**src/rtl/t02_pc_ctrl_if.sv**
```systemverilog
// Fetch/control bundle between the control unit and the PC controller.
// Pure wiring with no latency of its own; iready is the only flow-control signal.
interface t02_pc_ctrl_if #(
    parameter int XLEN  = 32,
    parameter int CNT_W = 32
);
    logic             enable;
    logic [5:0]       cu_op;
    logic [XLEN-1:0]  rs1_read;
    logic [XLEN-1:0]  imm;
    logic             alu_neg;
    logic             alu_zero;
    logic             iready;
    logic [XLEN-1:0]  pc_addr;
    logic             fetch_req;
    logic             halted;
    logic             trap;
    logic             trap_cause;
    logic [XLEN-1:0]  trap_addr;
    logic [CNT_W-1:0] instret;

    modport master (
        output enable, cu_op, rs1_read, imm, alu_neg, alu_zero, iready,
        input  pc_addr, fetch_req, halted, trap, trap_cause, trap_addr, instret
    );

    modport slave (
        input  enable, cu_op, rs1_read, imm, alu_neg, alu_zero, iready,
        output pc_addr, fetch_req, halted, trap, trap_cause, trap_addr, instret
    );
endinterface

```
**src/rtl/t02_pc_ctrl.sv**
```systemverilog
// PC controller with run/halt/trap FSM; next PC and counters update one cycle after iready.
// A low iready stalls the PC and the retired-instruction count; enable low parks in IDLE.
module t02_pc_ctrl #(
    parameter int              XLEN      = 32,
    parameter logic [XLEN-1:0] RESET_VEC = XLEN'(32'h3300_0000),
    parameter int              IALIGN    = 4,
    parameter int              OFF_SHIFT = 1,
    parameter int              CNT_W     = 32
) (
    input  logic          clk,
    input  logic          rst,
    t02_pc_ctrl_if.slave  bus
);
    typedef enum logic [1:0] {IDLE, RUN, HALT, TRAP} state_t;

    localparam int              AB   = $clog2(IALIGN);
    localparam logic [XLEN-1:0] STEP = XLEN'(IALIGN);
    localparam logic [XLEN-1:0] BOOT = RESET_VEC - STEP;

    localparam logic [5:0] OP_JAL   = 6'd2;
    localparam logic [5:0] OP_JALR  = 6'd3;
    localparam logic [5:0] OP_BEQ   = 6'd4;
    localparam logic [5:0] OP_BNE   = 6'd5;
    localparam logic [5:0] OP_BLT   = 6'd6;
    localparam logic [5:0] OP_BGE   = 6'd7;
    localparam logic [5:0] OP_BLTU  = 6'd8;
    localparam logic [5:0] OP_BGEU  = 6'd9;
    localparam logic [5:0] OP_ERROR = 6'd38;
    localparam logic [5:0] OP_HALT  = 6'd39;

    state_t           state_q, state_d;
    logic [XLEN-1:0]  pc_q, pc_d;
    logic [CNT_W-1:0] cnt_q, cnt_d;
    logic             cause_q, cause_d;
    logic [XLEN-1:0]  taddr_q, taddr_d;

    logic [XLEN-1:0]  seq_pc, rel_tgt, jalr_sum, tgt;
    logic             taken, misal;

    // Target selection: only redirected flow can be misaligned.
    always_comb begin
        seq_pc   = pc_q + STEP;
        rel_tgt  = pc_q + (bus.imm << OFF_SHIFT);
        jalr_sum = bus.rs1_read + bus.imm;
        taken    = 1'b0;
        case (bus.cu_op)
            OP_JAL:            taken = 1'b1;
            OP_JALR:           taken = 1'b1;
            OP_BEQ:            taken = bus.alu_zero;
            OP_BNE:            taken = ~bus.alu_zero;
            OP_BLT, OP_BLTU:   taken = bus.alu_neg;
            OP_BGE, OP_BGEU:   taken = ~bus.alu_neg | bus.alu_zero;
            default:           taken = 1'b0;
        endcase
        if (!taken)
            tgt = seq_pc;
        else if (bus.cu_op == OP_JALR)
            tgt = {jalr_sum[XLEN-1:1], 1'b0};
        else
            tgt = rel_tgt;
        misal = taken && (tgt[AB-1:0] != '0);
    end

    always_comb begin
        state_d = state_q;
        pc_d    = pc_q;
        cnt_d   = cnt_q;
        cause_d = cause_q;
        taddr_d = taddr_q;
        if (!bus.enable) begin
            state_d = IDLE;
            pc_d    = BOOT;
        end else begin
            case (state_q)
                IDLE: state_d = RUN;
                RUN: begin
                    if (bus.iready) begin
                        if (bus.cu_op == OP_ERROR) begin
                            state_d = TRAP;
                            cause_d = 1'b1;
                            taddr_d = pc_q;
                        end else if (misal) begin
                            state_d = TRAP;
                            cause_d = 1'b0;
                            taddr_d = tgt;
                        end else if (bus.cu_op == OP_HALT) begin
                            state_d = HALT;
                            cnt_d   = cnt_q + CNT_W'(1);
                        end else begin
                            pc_d    = tgt;
                            cnt_d   = cnt_q + CNT_W'(1);
                        end
                    end
                end
                HALT:    state_d = HALT;
                TRAP:    state_d = TRAP;
                default: state_d = IDLE;
            endcase
        end
    end

    always_ff @(posedge clk) begin
        if (rst) begin
            state_q <= IDLE;
            pc_q    <= BOOT;
            cnt_q   <= '0;
            cause_q <= 1'b0;
            taddr_q <= '0;
        end else begin
            state_q <= state_d;
            pc_q    <= pc_d;
            cnt_q   <= cnt_d;
            cause_q <= cause_d;
            taddr_q <= taddr_d;
        end
    end

    assign bus.pc_addr    = pc_q;
    assign bus.fetch_req  = (state_q == RUN);
    assign bus.halted     = (state_q == HALT);
    assign bus.trap       = (state_q == TRAP);
    assign bus.trap_cause = cause_q;
    assign bus.trap_addr  = taddr_q;
    assign bus.instret    = cnt_q;
endmodule
```
**src/flat_wrapper.sv**
```systemverilog
// flat-port wrapper written by rule: the top's interface ports become plain ports
module t02_pc_ctrl_flat 
#(
    parameter int              XLEN      = 32,
    parameter logic [XLEN-1:0] RESET_VEC = XLEN'(32'h3300_0000),
    parameter int              IALIGN    = 4,
    parameter int              OFF_SHIFT = 1,
    parameter int              CNT_W     = 32
)
  (clk, rst, bus_enable, bus_cu_op, bus_rs1_read, bus_imm, bus_alu_neg, bus_alu_zero, bus_iready, bus_pc_addr, bus_fetch_req, bus_halted, bus_trap, bus_trap_cause, bus_trap_addr, bus_instret);
  t02_pc_ctrl_if #(.XLEN(XLEN), .CNT_W(CNT_W)) bus_i ();
  input  logic clk;
  input  logic rst;
  input wire logic [$bits(bus_i.enable)-1:0] bus_enable;
  input wire logic [$bits(bus_i.cu_op)-1:0] bus_cu_op;
  input wire logic [$bits(bus_i.rs1_read)-1:0] bus_rs1_read;
  input wire logic [$bits(bus_i.imm)-1:0] bus_imm;
  input wire logic [$bits(bus_i.alu_neg)-1:0] bus_alu_neg;
  input wire logic [$bits(bus_i.alu_zero)-1:0] bus_alu_zero;
  input wire logic [$bits(bus_i.iready)-1:0] bus_iready;
  output wire logic [$bits(bus_i.pc_addr)-1:0] bus_pc_addr;
  output wire logic [$bits(bus_i.fetch_req)-1:0] bus_fetch_req;
  output wire logic [$bits(bus_i.halted)-1:0] bus_halted;
  output wire logic [$bits(bus_i.trap)-1:0] bus_trap;
  output wire logic [$bits(bus_i.trap_cause)-1:0] bus_trap_cause;
  output wire logic [$bits(bus_i.trap_addr)-1:0] bus_trap_addr;
  output wire logic [$bits(bus_i.instret)-1:0] bus_instret;
  assign bus_i.enable = bus_enable;
  assign bus_i.cu_op = bus_cu_op;
  assign bus_i.rs1_read = bus_rs1_read;
  assign bus_i.imm = bus_imm;
  assign bus_i.alu_neg = bus_alu_neg;
  assign bus_i.alu_zero = bus_alu_zero;
  assign bus_i.iready = bus_iready;
  assign bus_pc_addr = bus_i.pc_addr;
  assign bus_fetch_req = bus_i.fetch_req;
  assign bus_halted = bus_i.halted;
  assign bus_trap = bus_i.trap;
  assign bus_trap_cause = bus_i.trap_cause;
  assign bus_trap_addr = bus_i.trap_addr;
  assign bus_instret = bus_i.instret;
  t02_pc_ctrl #(.XLEN(XLEN), .RESET_VEC(RESET_VEC), .IALIGN(IALIGN), .OFF_SHIFT(OFF_SHIFT), .CNT_W(CNT_W)) u_core (.clk(clk), .rst(rst), .bus(bus_i));
endmodule
```
**config.mk**
```make
export PLATFORM = sky130hd
export DESIGN_NAME = t02_pc_ctrl_flat
export DESIGN_NICKNAME = d
export VERILOG_FILES = /design/src/rtl/t02_pc_ctrl_if.sv /design/src/rtl/t02_pc_ctrl.sv /design/src/flat_wrapper.sv
export SDC_FILE = /design/constraint.sdc
export NUM_CORES = 1
export LEC_CHECK = 0
export CORE_MARGIN = 2
export CORE_UTILIZATION = 30
export CTS_BUF_LIST = sky130_fd_sc_hd__clkbuf_8
export DETAILED_ROUTE_END_ITERATION = 8
export SLEW_MARGIN = 20
export SYNTH_ARGS = -nofsm -noshare
export SYNTH_HDL_FRONTEND = slang
export SYNTH_SLANG_ARGS = --single-unit
```
**constraint.sdc**
```tcl
create_clock -name clk -period 8.95 [get_ports clk]
set_input_delay 1.3425 -clock clk [delete_from_list [all_inputs] [get_ports clk]]
set_output_delay 1.3425 -clock clk [all_outputs]
set_load 0.1 [all_outputs]
```
* Yosys cells after proc, flatten, opt, wreduce, memory -nomap -nowiden
Index checks and enable logic that the tools add are counted.
** Storage, ports and cells
- Register bits :: 99
- Bits in latches :: 0
- Memory bits (writable) :: 0
- Bits in read-only memories :: 0
- Input bits :: 76
- Memories kept :: 0
** Cells by class
- $add $sub $neg :: 4
- Multiply operators :: 0
- Div/mod/pow operators :: 0
- Order comparisons :: 0
- Eq/ne operators :: 15
- Shift operators :: 0
- Muxes and demuxes :: 12
- Bitwise gates (word level) :: 7
- Reduce and logical (&&, ||, !) cells :: 12
** Operator list (count)
- $mux W32 :: 4
- $add A32 B32 Y32 :: 2
- $add A32 B1 Y32 const B :: 1
- $add A32 B3 Y32 const B :: 1
- $eq A6 B3 Y1 const B :: 4
- $eq A6 B2 Y1 const B :: 2
- $eq A6 B4 Y1 const B :: 2
- $eq A6 B6 Y1 const B :: 2
- $reduce_and A5 Y1 :: 2
- $mux W2 :: 4
- $pmux W2 S4 :: 1
- $reduce_or A2 Y1 :: 4
- $not A1 Y1 :: 6
- $pmux W1 S5 :: 1
- $eq A2 B2 Y1 const B :: 2
- $ne A4 B1 Y1 const B :: 1
- $reduce_and A4 Y1 :: 1
- $reduce_bool A2 Y1 :: 2
- $eq A2 B1 Y1 const B :: 1
- $logic_not A2 Y1 :: 1
- $mux W1 :: 2
- $ne A2 B2 Y1 const B :: 1
- $reduce_and A2 Y1 :: 1
- $logic_and A1 B1 Y1 :: 1
- $or A1 B1 Y1 :: 1

* Logic depth before layout (Yosys ltp)
Gate-level depths: netlist (run 1).
- Depth after elaboration :: 10
- Mapped depth :: 12
- Mapped depth without buffers :: 12

* Worst setup path before layout (run 1)
No wires, ideal clock.
- Path kind :: input to register
- Start point :: input bus_imm[0]
- End point :: register u_core.taddr_q[27] (netlist: u_core.bus.trap_addr[27])
- Setup time :: 0.091 ns
- Data arrival time :: 3.748 ns
- Data required time :: 8.859 ns
- Setup slack :: 5.111 ns
- Cell stages on the path :: 12
- Buffers on the path :: 0
- Path through :: ha_1 -> inv_1 -> fa_1 -> nand2b_1 -> a21oi_1 -> o31ai_1 -> o31ai_1 -> a31oi_1 -> o21ai_1 -> xnor2_1 -> a211o_1 -> a311oi_1
** Between the ends
- Longest elaborated chain between the ends :: 7
- Elaborated cells between the ends (all ways) :: 10
** RTL lines
- from (decl) :: line flat_wrapper.sv:17 : input wire logic [$bits(bus_i.imm)-1:0] bus_imm;
- $add A32 B32 Y32, on equally long branches :: line t02_pc_ctrl.sv:43, t02_pc_ctrl.sv:44
- $mux W32 (*) :: line t02_pc_ctrl.sv:57 : else if (bus.cu_op == OP_JALR)
- $mux W32 (*) :: line t02_pc_ctrl.sv:55 : if (!taken)
- $reduce_bool A2 Y1 :: line t02_pc_ctrl.sv:61 : misal = taken && (tgt[AB-1:0] != '0);
- $logic_and A1 B1 Y1 :: line t02_pc_ctrl.sv:61
- $reduce_bool A2 Y1 (no source line)
- $reduce_and A4 Y1 (no source line)
- to (signal assigned) :: line t02_pc_ctrl.sv:114 : taddr_q <= taddr_d;
- to (decl) :: line t02_pc_ctrl.sv:35 : logic [XLEN-1:0] taddr_q, taddr_d;
Mark *: on every way between the ends. The rest lies on a longest branch, timed or not. The select of a mux whose other input is x is not followed.
A chain may end at the register's enable or synchronous reset.

* Final worst setup path (run 1)
Ends and elaborated chain as after synthesis.

==> results of run 1 <==
-- power groups by stage --
stage | combinational (mW) | sequential (mW) | clock, mW
after floorplan | 0.271 | 0.485 | 0
after global placement | 0.416 | 0.463 | 0
after detailed placement | 0.417 | 0.463 | 0
after CTS | 0.419 | 0.453 | 0.289
after global routing | 0.462 | 0.454 | 0.306
final | 0.423 | 0.453 | 0.279
-- flip-flops by register name, indices dropped and copies added, names as in the netlist --
name and flops:
u_core.bus.trap_cause 1, u_core.bus.instret 32, u_core.state_q 2, u_core.bus.trap_addr 32, u_core.bus.pc_addr 32
-- critical path, stage by stage --
cell	delay, ps
clkdlybuf4s50_1	510
ha_1	220
inv_1	70
fa_1	380
nand2b_1	200
a21oi_1	290
o31ai_1	210
o31ai_1	510
a31oi_1	230
o21ai_1	200
xnor2_1	120
a211o_1	320
a311oi_1	250
-- final timing paths --
kind                                               from                        to  slack (ps)
worst max-delay path                         bus_imm[0]  u_core.bus.trap_addr[27]        4400
worst min-delay path            u_core.bus.trap_addr[0]   u_core.bus.trap_addr[0]         480
worst max register to register    u_core.bus.pc_addr[8]  u_core.bus.trap_addr[28]        5410
worst min register to register  u_core.bus.trap_addr[0]   u_core.bus.trap_addr[0]         480
-- metal layers --
layer	share of wire, %	vias to the layer above	global-route usage, %
li1	-	4457	-
met1	49	4104	27.8
met2	44	298	29.6
met3	5.5	27	1.81
met4	1.3	0	4.71
met5	0	-	0
-- cells by family after synthesis --
kind of cell               after synthesis
buffers and inverters                   85
DFF                                     99
xor gates and xnor gates                94
AOI/OAI and AO/OA                      357
muxes                                   10
adders and majority gates               64
and+or+nand+nor                        433
-- placed cells by master (no fill, tap or decap), types with 3 or more instances in the layout --
master,Yosys,layout
o211ai_1,20,20
a31oi_1,24,24
nor4_1,4,4
nand3_1,46,46
clkinv_4,0,3
a22oi_1,7,7
nand2_1,136,136
nor3_1,23,23
a21oi_1,104,103
and2_1,12,12
a21o_1,32,32
a21boi_0,4,4
o41ai_1,4,4
o21ai_0,64,64
o21a_1,4,4
a211o_1,5,5
a211oi_1,15,15
xnor2_1,40,40
clkdlybuf4s50_1,0,174
o211a_1,4,4
nand2b_1,7,7
nor2b_1,6,6
or2_2,4,4
o21bai_1,7,7
mux2i_1,9,9
nor2_1,111,110
buf_4,0,8
a311oi_1,21,21
a221oi_1,5,5
and3_1,22,22
inv_1,19,19
nand4_1,25,25
o221ai_1,5,5
xor2_1,53,53
or3_1,15,15
and4_1,8,8
o31ai_1,11,11
clkbuf_8,0,9
dfxtp_1,99,99
ha_1,62,62
-- through the flow --
stage	total power [mW]	hold WS, ps	util, %	instance area [um^2]
2_1_floorplan	0.756	512	-	8470
5_1_grt	1.22	497	38.4	10700
6_report	1.16	479	38.4	10700
3_5_place_dp	0.880	460	37.8	10500
4_1_cts	1.16	476	38.4	10700
3_3_place_gp	0.879	442	37.8	10500
-- area by class of cell --
| type | count | area, um^2 | share of cell area [%] |
|---|---|---|---|
| Clock buffer | 9 | 124 | 1.16 |
| Clock inverter | 6 | 57.6 | 0.539 |
| Inverter | 19 | 71.3 | 0.668 |
| Multi-Input combinational cell | 958 | 6160 | 57.7 |
| Sequential cell | 99 | 1980 | 18.6 |
| Tap cell | 378 | 473 | 4.43 |
| Timing Repair Buffer | 183 | 1810 | 16.9 |
==> PnR_summary.wiki, run 1 <==
{| class="wikitable"
! Metric !! Value
|-
| Outcome || finished clean
|-
| Worst-margin pin slew || 1060 ps
|-
| Post-synthesis instance area || 8470 um^2
|-
| Avg Synthesized Cell Area || approximately 7.4 um^2
|-
| Insertion delay to the later sink of the worst-skew pair || ~380 ps
|-
| Initial core utilization || 30.5%
|-
| Max-Slew Margin vs Limit || roughly 29%
|-
| Class of the most critical setup path || primary input to flop
|-
| Setup repair after global routing missed its margin || no
|-
| Leak pwr || ~4.0 nW
|-
| Final Routed Wirelength || about 29 mm
|-
| Power dissipated by switching net loads || roughly 0.44 mW
|-
| Sequential element share of the synthesized area || 23.4%
|-
| Critical path data required time || about 9300 ps
|-
| Leading cell types by count after synthesis || 136 x nand2_1, 111 x nor2_1, 104 x a21oi_1, 99 x dfxtp_1, 64 x o21ai_0
|-
| Share of synthesized cell area in and, or, nand and nor gates || approximately a quarter
|-
| Number of buffers on the longest clock path || 2
|-
| Final period util || between 50% and 60%
|-
| Number of pins exceeding their max-slew limit in the final report || 0
|-
| Filler cell count || roughly 3000
|-
| Aggregate global routing overflow || 0
|-
| Top post-synthesis cells by area || dfxtp_1 23%, ha_1 9.2%, a21oi_1 6.1%
|-
| Number of gates given a new drive strength after cts || 0
|-
| Setup Slack @ Placement || slightly above 4000 ps
|-
| Floorplan die area || 29600 um^2
|-
| Largest net degree at the start of global routing || a little over 60
|-
| Worst reg-to-reg path cell count || 9
|-
| Adder-cell share of the synthesized area || 9.63%
|-
| Worst-case setup margin in the final layout || between 4000 and 5000 ps
|-
| Number of global-route vias before repair || 7954
|-
| Dominant synthesized flop cell || dfxtp_1
|-
| Mux cell area share after synthesis || ~1.2%
|-
| Clock tree from TritonCTS || done
|-
| Distinct cell type count after synthesis || 73
|-
| Number of antenna violations at the first check in global routing || 0
|-
| Synth-to-layout area growth || 26.1%
|-
| Hold WC Path Type || flop to flop
|-
| Count of flip-flops with a built-in enable after synthesis || 0
|-
| Startpoint type of the worst setup path || primary input
|-
| Final routed DRC violation total || 0
|-
| Detailed-routing iteration count for the pre-antenna-repair pass || 5
|-
| Upper clock frequency limit || 0.220 GHz
|-
| Routability-driven placement congestion ratio || between 0.9 and 1
|-
| Max-cap violations || 0
|-
| Main combinational cell family by area after synthesis || compound AO/OA/AOI/OAI gates
|-
| Proportion of power drawn by the clock network || approximately a quarter
|-
| Die outline height || around 170 um
|-
| Cell count of the worst hold path || 2
|-
| Antenna Cells || 0
|-
| Total number of H-tree levels || 3
|-
| Total track usage || between 10% and 20%
|-
| Cell with the most instances after synthesis || nand2_1
|-
| Sequential fraction of design power || 39.3%
|-
| Gate count after technology mapping || 1142
|-
| Final Skew || around 23 ps
|-
| Cell count after placement || 1637
|-
| Switching part of the total power || a little under two fifths
|-
| Combinational share of power || between 30% and 40%
|-
| Number of post-CTS setup repair buffers || 0
|-
| Minimum clock period after layout || between 4000 and 5000 ps
|-
| Post-CTS clock slew at the launch and capture registers of the worst setup and hold paths || between 100 and 150 ps
|-
| Clock net sink count || between 90 and 100
|-
| Synth Register Bits || about 100
|-
| Hold Vio Cnt, Final || 0
|-
| Share of final-layout standard cells stronger than drive strength 1 || under 10%
|-
| Worst IR drop on VDD || 0.0589 mV
|-
| Power per cell area || about 110 nW/um^2
|-
| Global-route wire length before repair || 44.2 mm
|-
| Area inside the core boundary || around 28000 um^2
|-
| Routed Antenna Nets || 0
|-
| Final HPWL from detailed placement || around 23 mm
|-
| Share of Yosys cell area claimed by the top area cell type || approximately a quarter
|-
| Xor and xnor fraction of the mapped netlist area || under 10%
|-
| Sum Neg Setup Slack || 0 ps
|-
| Die width || approximately 170 um
|-
| Average vias per placed instance || around 5.4
|-
| Internal Pwr Total || 0.719 mW
|-
| Yosys synthesis warning count || 0
|-
| Cell type contributing the most total cell area after synthesis || dfxtp_1
|-
| Synthesized-area fraction occupied by ao, oa, aoi and oai cells || between 20% and 30%
|-
| Hold-fix buffer count after cts || 0
|-
| Largest fanout of any net on the critical path || 4
|-
| Net Count, Synth || about 1300
|-
| Initial DRC Count || 826
|-
| Final setup violation count || 0
|-
| Fraction of synthesis flops using an asynchronous set or reset pin || 0%
|-
| Number of standard-cell rows in the floorplan || between 60 and 70
|-
| NumNets Final || between 1000 and 1500
|-
| Crit path arrival time || between 4000 and 5000 ps
|-
| Top-Level Pins || 176
|-
| Clock root cell || clkbuf_8
|-
| Average wire length per cell after detail routing || 17.5 um
|-
| Endpoint type of the worst setup path || flop
|-
| Buffers on Ports || 175
|-
| Total via count after detailed routing || approximately 9000
|-
| Non-filler instance count after layout || 1652
|-
| Number of buffers added by the clock tree synthesis step || 9
|}
(Power assumes the default switching activity.)
==> run 2: changes to the inputs <==
==> constraint.sdc (replaced) <==
create_clock -name clk -period 4.6 [get_ports clk]
set_input_delay 0.69 -clock clk [delete_from_list [all_inputs] [get_ports clk]]
set_output_delay 0.69 -clock clk [all_outputs]
set_load 0.1 [all_outputs]
==> PnR_summary.wiki, run 2 (same netlist as run 1, synthesis figures left out) <==
{| class="wikitable"
! Metric !! Value
|-
| Max-Slew Margin vs Limit || a little over a quarter
|-
| Initial core utilization || between 30% and 40%
|-
| Hold-fix buffer count after cts || 0
|-
| Antenna Cells || 0
|-
| Die width || 172 um
|-
| Final period util || between 80% and 90%
|-
| Crit path top cell by count || a311oi_1
|-
| NumNets Final || between 1000 and 1500
|-
| Critical path data required time || 4910 ps
|-
| Outcome || finished clean
|-
| Post-CTS clock slew at the launch and capture registers of the worst setup and hold paths || approximately 120 ps
|-
| Number of gates given a new drive strength after cts || 0
|-
| Crit path arrival time || between 4000 and 5000 ps
|-
| Total via count after detailed routing || approximately 9000
|-
| Max stage delay on crit path || 740 ps
|-
| Number of standard-cell rows in the floorplan || a little over 60
|-
| Hold WC Path Type || flop to flop
|-
| End point of the critical path || u_core.bus.trap_addr[27]
|-
| Clock root cell || clkbuf_8
|-
| Filler cell count || 2925
|-
| Number of antenna violations at the first check in global routing || 0
|-
| Routed Antenna Nets || 0
|-
| Leak pwr || 4.10 nW
|-
| Endpoint type of the worst setup path || flop
|-
| Aggregate global routing overflow || 0
|-
| Setup slack of the worst register-to-register path || approximately 1200 ps
|-
| Buffers on Ports || between 150 and 200
|-
| Hold WS || 464 ps
|-
| Detailed-routing iteration count for the pre-antenna-repair pass || 5
|-
| Synth-to-layout area growth || 27.4%
|-
| Number of pins exceeding their max-slew limit in the final report || 0
|-
| Number of buffers on the longest clock path || 2
|-
| Number of global-route vias before repair || just over 8000
|-
| Average vias per placed instance || 5.40
|-
| Largest net degree at the start of global routing || a little over 60
|-
| Power consumption || roughly 2.3 mW
|-
| Global-route wire length before repair || roughly 45 mm
|-
| Hold Vio Cnt, Final || 0
|-
| Endpoint of the worst-slack reg-to-reg timing path || u_core.bus.trap_addr[27]
|-
| Number of post-CTS setup repair buffers || 0
|-
| Minimum clock period after layout || between 3000 and 4000 ps
|-
| Final Routed Wirelength || 29.1 mm
|-
| Share of final-layout standard cells stronger than drive strength 1 || 3.89%
|-
| Worst-margin pin slew || around 1100 ps
|-
| Clock net sink count || 99
|-
| Final setup violation count || 0
|-
| Upper clock frequency limit || ~0.26 GHz
|-
| Average wire length per cell after detail routing || between 15 and 20 um
|-
| Final routed DRC violation total || 0
|-
| Max-cap violations || 0
|-
| Startpoint of the lowest-slack register-to-register path || u_core.bus.pc_addr[8]
|-
| Top-Level Pins || around 180
|-
| Number of buffers added by the clock tree synthesis step || 9
|-
| Die outline height || 172 um
|-
| Routability-driven placement congestion ratio || 0.922
|-
| Initial DRC Count || 822
|-
| Area inside the core boundary || ~28000 um^2
|-
| Sum Neg Setup Slack || 0 ps
|-
| Floorplan die area || between 20000 and 30000 um^2
|-
| Final HPWL from detailed placement || approximately 23 mm
|-
| Origin of the worst setup path || bus_imm[14]
|-
| Startpoint type of the worst setup path || primary input
|-
| Standard cell with the maximum stage delay on the critical path || a311oi_1
|-
| Most frequent cells in the layout || 174 x clkdlybuf4s50_1, 136 x nand2_1, 110 x nor2_1
|-
| Power per cell area || between 200 and 250 nW/um^2
|-
| Worst reg-to-reg path cell count || 11
|-
| Total track usage || between 10% and 20%
|-
| Clock tree from TritonCTS || done
|-
| Largest fanout of any net on the critical path || 6
|-
| Insertion delay to the later sink of the worst-skew pair || roughly 390 ps
|-
| Combined flip-flop and latch cell area || roughly 2000 um^2
|-
| Setup repair after global routing missed its margin || no
|-
| Final Skew || 24.7 ps
|-
| Area of the multi-input gates || 6160 um^2
|-
| Worst IR drop on VDD || about 0.13 mV
|-
| Worst-path cell chain || clkdlybuf4s50_1, ha_1, and2_0, a21oi_1, a21boi_0, a311oi_1, nor4b_1, a31oi_1, o21ai_0, a211o_1, a311oi_1
|-
| Commonest non-fill, non-tap cell in the layout || clkdlybuf4s50_1
|-
| Class of the most critical setup path || primary input to flop
|-
| Worst Min Path Start || u_core.bus.trap_addr[0]
|-
| Total number of H-tree levels || 3
|}
-- run 2: cell count changes in the layout (fill, tap and decap cells not counted) --
cell	previous run	this run
clkinv_8	0	2
buf_12	0	1
clkinv_4	3	1
buf_4	8	17
clkinvlp_4	0	1
-- run 2: cell type report --
cell class / count / area share (%)
multi-input combinational: 958 / 57.1
clock buffer: 9 / 1.15
timing repair buffer: 193 / 17.6
clock inverter: 7 / 0.742
sequential: 99 / 18.4
tap: 378 / 4.38
inverter: 19 / 0.661
-- run 2: where the power goes --
part           switching (mW)  internal [mW]  leakage (nW)
registers              0.0170          0.864         0.800
clock network           0.356          0.216        0.0994
logic                   0.500          0.337          3.20
-- run 2: through the flow --
step	setup WS [ps]	instances	cell area [um^2]	utilization, %
CTS	890	1663	10800	38.8
global placement	499	1647	10600	38.1
floorplan	843	1142	8470	-
finish	791	1663	10800	38.8
detailed placement	484	1647	10600	38.1
global route	583	1663	10800	38.8
-- run 2: per-layer routing --
layer  wire [um]  GRT usage [%]  up-vias
met1       14200           27.8     4157
met2       12400           29.3      298
met3        1930           2.59       37
li1            -              -     4496
met4         631           5.63        0
met5           0              0        -
-- run 2: worst max-delay path: cells and delay by family --
| family | cells | cell delay (ps) |
|---|---|---|
| AOI/OAI and AO/OA | 7 | 2080 |
| adders and majority gates | 1 | 410 |
| buffers and inverters | 1 | 460 |
| and+or+nand+nor | 2 | 480 |
-- run 2: how the worst min path moves through the flow --
| stage | endpoint | slack [ps] | cells past startpoint |
|---|---|---|---|
| 2_1_floorplan | u_core.state_q[1] | 510 | 2 |
| 3_3_place_gp | u_core.bus.trap_addr[0] | 440 | 2 |
| 3_5_place_dp | u_core.bus.trap_addr[0] | 450 | 2 |
| 4_1_cts | u_core.bus.trap_addr[0] | 460 | 2 |
| 5_1_grt | u_core.bus.trap_addr[22] | 540 | 2 |
| 6_report | u_core.bus.trap_addr[0] | 460 | 2 |
==> run 3: changes to the inputs <==
==> constraint.sdc (replaced) <==
create_clock -name clk -period 3.85 [get_ports clk]
set_input_delay 0.5775 -clock clk [delete_from_list [all_inputs] [get_ports clk]]
set_output_delay 0.5775 -clock clk [all_outputs]
set_load 0.1 [all_outputs]
==> PnR_summary.wiki, run 3 (same netlist as run 1, synthesis figures left out) <==
{| class="wikitable"
! Metric !! Value
|-
| Outcome || finished clean
|-
| Startpoint type of the worst setup path || primary input
|-
| NumNets Final || between 1000 and 1500
|-
| Combinational share of power || 38.5%
|-
| Die width || between 150 and 200 um
|-
| Largest fanout of any net on the critical path || 4
|-
| Power consumption || roughly 2.7 mW
|-
| Average wire length per cell after detail routing || approximately 17 um
|-
| Max-Slew Margin vs Limit || 27.9%
|-
| Number of buffers added by the clock tree synthesis step || 9
|-
| Switching part of the total power || between 30 and 40%
|-
| Setup repair after global routing missed its margin || no
|-
| Crit path arrival time || roughly 3900 ps
|-
| Total via count after detailed routing || slightly above 9000
|-
| Final HPWL from detailed placement || roughly 24 mm
|-
| Routability-driven placement congestion ratio || between 0.8 and 0.9
|-
| Die outline height || ~170 um
|-
| Clock net sink count || 99
|-
| Initial core utilization || a little under a third
|-
| Number of standard-cell rows in the floorplan || 61
|-
| Final setup violation count || 0
|-
| Worst IR drop on VDD || 0.138 mV
|-
| Cell area after placement || 10900 um^2
|-
| Worst reg-to-reg path cell count || 11
|-
| Cell count after placement || about 1700
|-
| Number of gates given a new drive strength after cts || 0
|-
| Number of post-CTS setup repair buffers || 0
|-
| Detailed-routing iteration count for the pre-antenna-repair pass || 5
|-
| Proportion of power drawn by the clock network || 23.2%
|-
| Max-cap violations || 0
|-
| Buffers on Ports || around 180
|-
| Commonest non-fill, non-tap cell in the layout || clkdlybuf4s50_1
|-
| Leak pwr || roughly 4.3 nW
|-
| Aggregate global routing overflow || 0
|-
| Upper clock frequency limit || ~0.28 GHz
|-
| Total number of H-tree levels || 3
|-
| Area inside the core boundary || 27800 um^2
|-
| Sequential fraction of design power || 38.3%
|-
| Hold Vio Cnt, Final || 0
|-
| Hold WC Path Type || flop to flop
|-
| Worst-margin pin slew || ~1100 ps
|-
| Clock tree from TritonCTS || done
|-
| Average vias per placed instance || between 5 and 6
|-
| Non-Filler Cell Area, Final || ~11000 um^2
|-
| Setup Slack @ Placement || -107 ps
|-
| Cell count of the worst hold path || 2
|-
| Internal Pwr Total || approximately 1.7 mW
|-
| Final routed DRC violation total || 0
|-
| Routed Antenna Nets || 0
|-
| Insertion delay to the later sink of the worst-skew pair || around 380 ps
|-
| Share of final-layout standard cells stronger than drive strength 1 || between 6 and 7%
|-
| Class of the most critical setup path || primary input to flop
|-
| Critical path data required time || a little over 4000 ps
|-
| Power dissipated by switching net loads || about 1.0 mW
|-
| Global-route wire length before repair || 46.0 mm
|-
| Largest net degree at the start of global routing || approximately 60
|-
| Power per cell area || between 200 and 250 nW/um^2
|-
| Floorplan die area || approximately 30000 um^2
|-
| Number of global-route vias before repair || 8304
|-
| Number of pins exceeding their max-slew limit in the final report || 0
|-
| Endpoint type of the worst setup path || flop
|-
| Initial DRC Count || about 760
|-
| Clock root cell || clkbuf_8
|-
| Number of buffers on the longest clock path || 2
|-
| Non-filler instance count after layout || around 1700
|-
| Final Skew || roughly 18 ps
|-
| Final period util || between 90% and 100%
|-
| Final Routed Wirelength || between 20 and 30 mm
|-
| Synth-to-layout area growth || 31.1%
|-
| Total track usage || about a fifth
|-
| Most frequent cells in the layout || 174 x clkdlybuf4s50_1, 136 x nand2_1, 110 x nor2_1
|-
| Antenna Cells || 0
|-
| Number of antenna violations at the first check in global routing || 0
|-
| Post-CTS clock slew at the launch and capture registers of the worst setup and hold paths || approximately 110 ps
|-
| Top-Level Pins || 176
|-
| Hold-fix buffer count after cts || 0
|-
| Minimum clock period after layout || between 3000 and 4000 ps
|-
| Worst-case setup margin in the final layout || a little under 300 ps
|}
[run 3: worst paths after layout]
check | end | from | slack [ps]
worst max-delay path | u_core.bus.trap_addr[25] | bus_imm[0] | 290
worst min-delay path | u_core.bus.trap_addr[0] | u_core.bus.trap_addr[0] | 470
worst min register to register | u_core.bus.trap_addr[0] | u_core.bus.trap_addr[0] | 470
worst max register to register | u_core.bus.trap_addr[25] | u_core.bus.pc_addr[8] | 490
[run 3: worst max-delay path: stages]
cell and delay (ps):
clkdlybuf4s50_1 420, buf_4 150, ha_1 220, inv_1 80, fa_1 180, nand2b_1 160, a21oi_1 110, o31ai_1 560
o31ai_1 120, buf_4 170, a311oi_1 350, mux2i_1 120, and4bb_2 300, nand2_1 60, a311oi_1 270
[run 3: power groups by stage]
| stage | combinational (mW) | sequential (mW) | clock [mW] |
|---|---|---|---|
| floorplan | 0.631 | 1.13 | 0 |
| global placement | 1.04 | 1.07 | 0 |
| detailed placement | 1.04 | 1.07 | 0 |
| CTS | 1.05 | 1.05 | 0.653 |
| global route | 1.16 | 1.05 | 0.691 |
| finish | 1.06 | 1.05 | 0.636 |
[run 3: metrics by stage]
stage               hold slack (ps)  setup TNS [ps]  util, %
finish                          467               0     40.0
global route                    501               0     40.0
CTS                             471               0     40.0
detailed placement              458            -243     39.3
global placement                443           -19.4     39.3
floorplan                       512               0        -
[run 3: area by class of cell]
cell class / count / area (um^2)
Clock buffer: 9 / 124
Clock inverter: 7 / 52.6
Fill cell: 2925 / 16700
Inverter: 19 / 71.3
Multi-Input combinational cell: 958 / 6160
Sequential cell: 99 / 1980
Tap cell: 378 / 473
Timing Repair Buffer: 236 / 2240
[run 3: metal layers]
layer	global-route usage (%)	routed length [um]
met1	28.9	14800
met2	30.7	12900
met3	2.06	1600
met4	4.97	473
met5	0	0
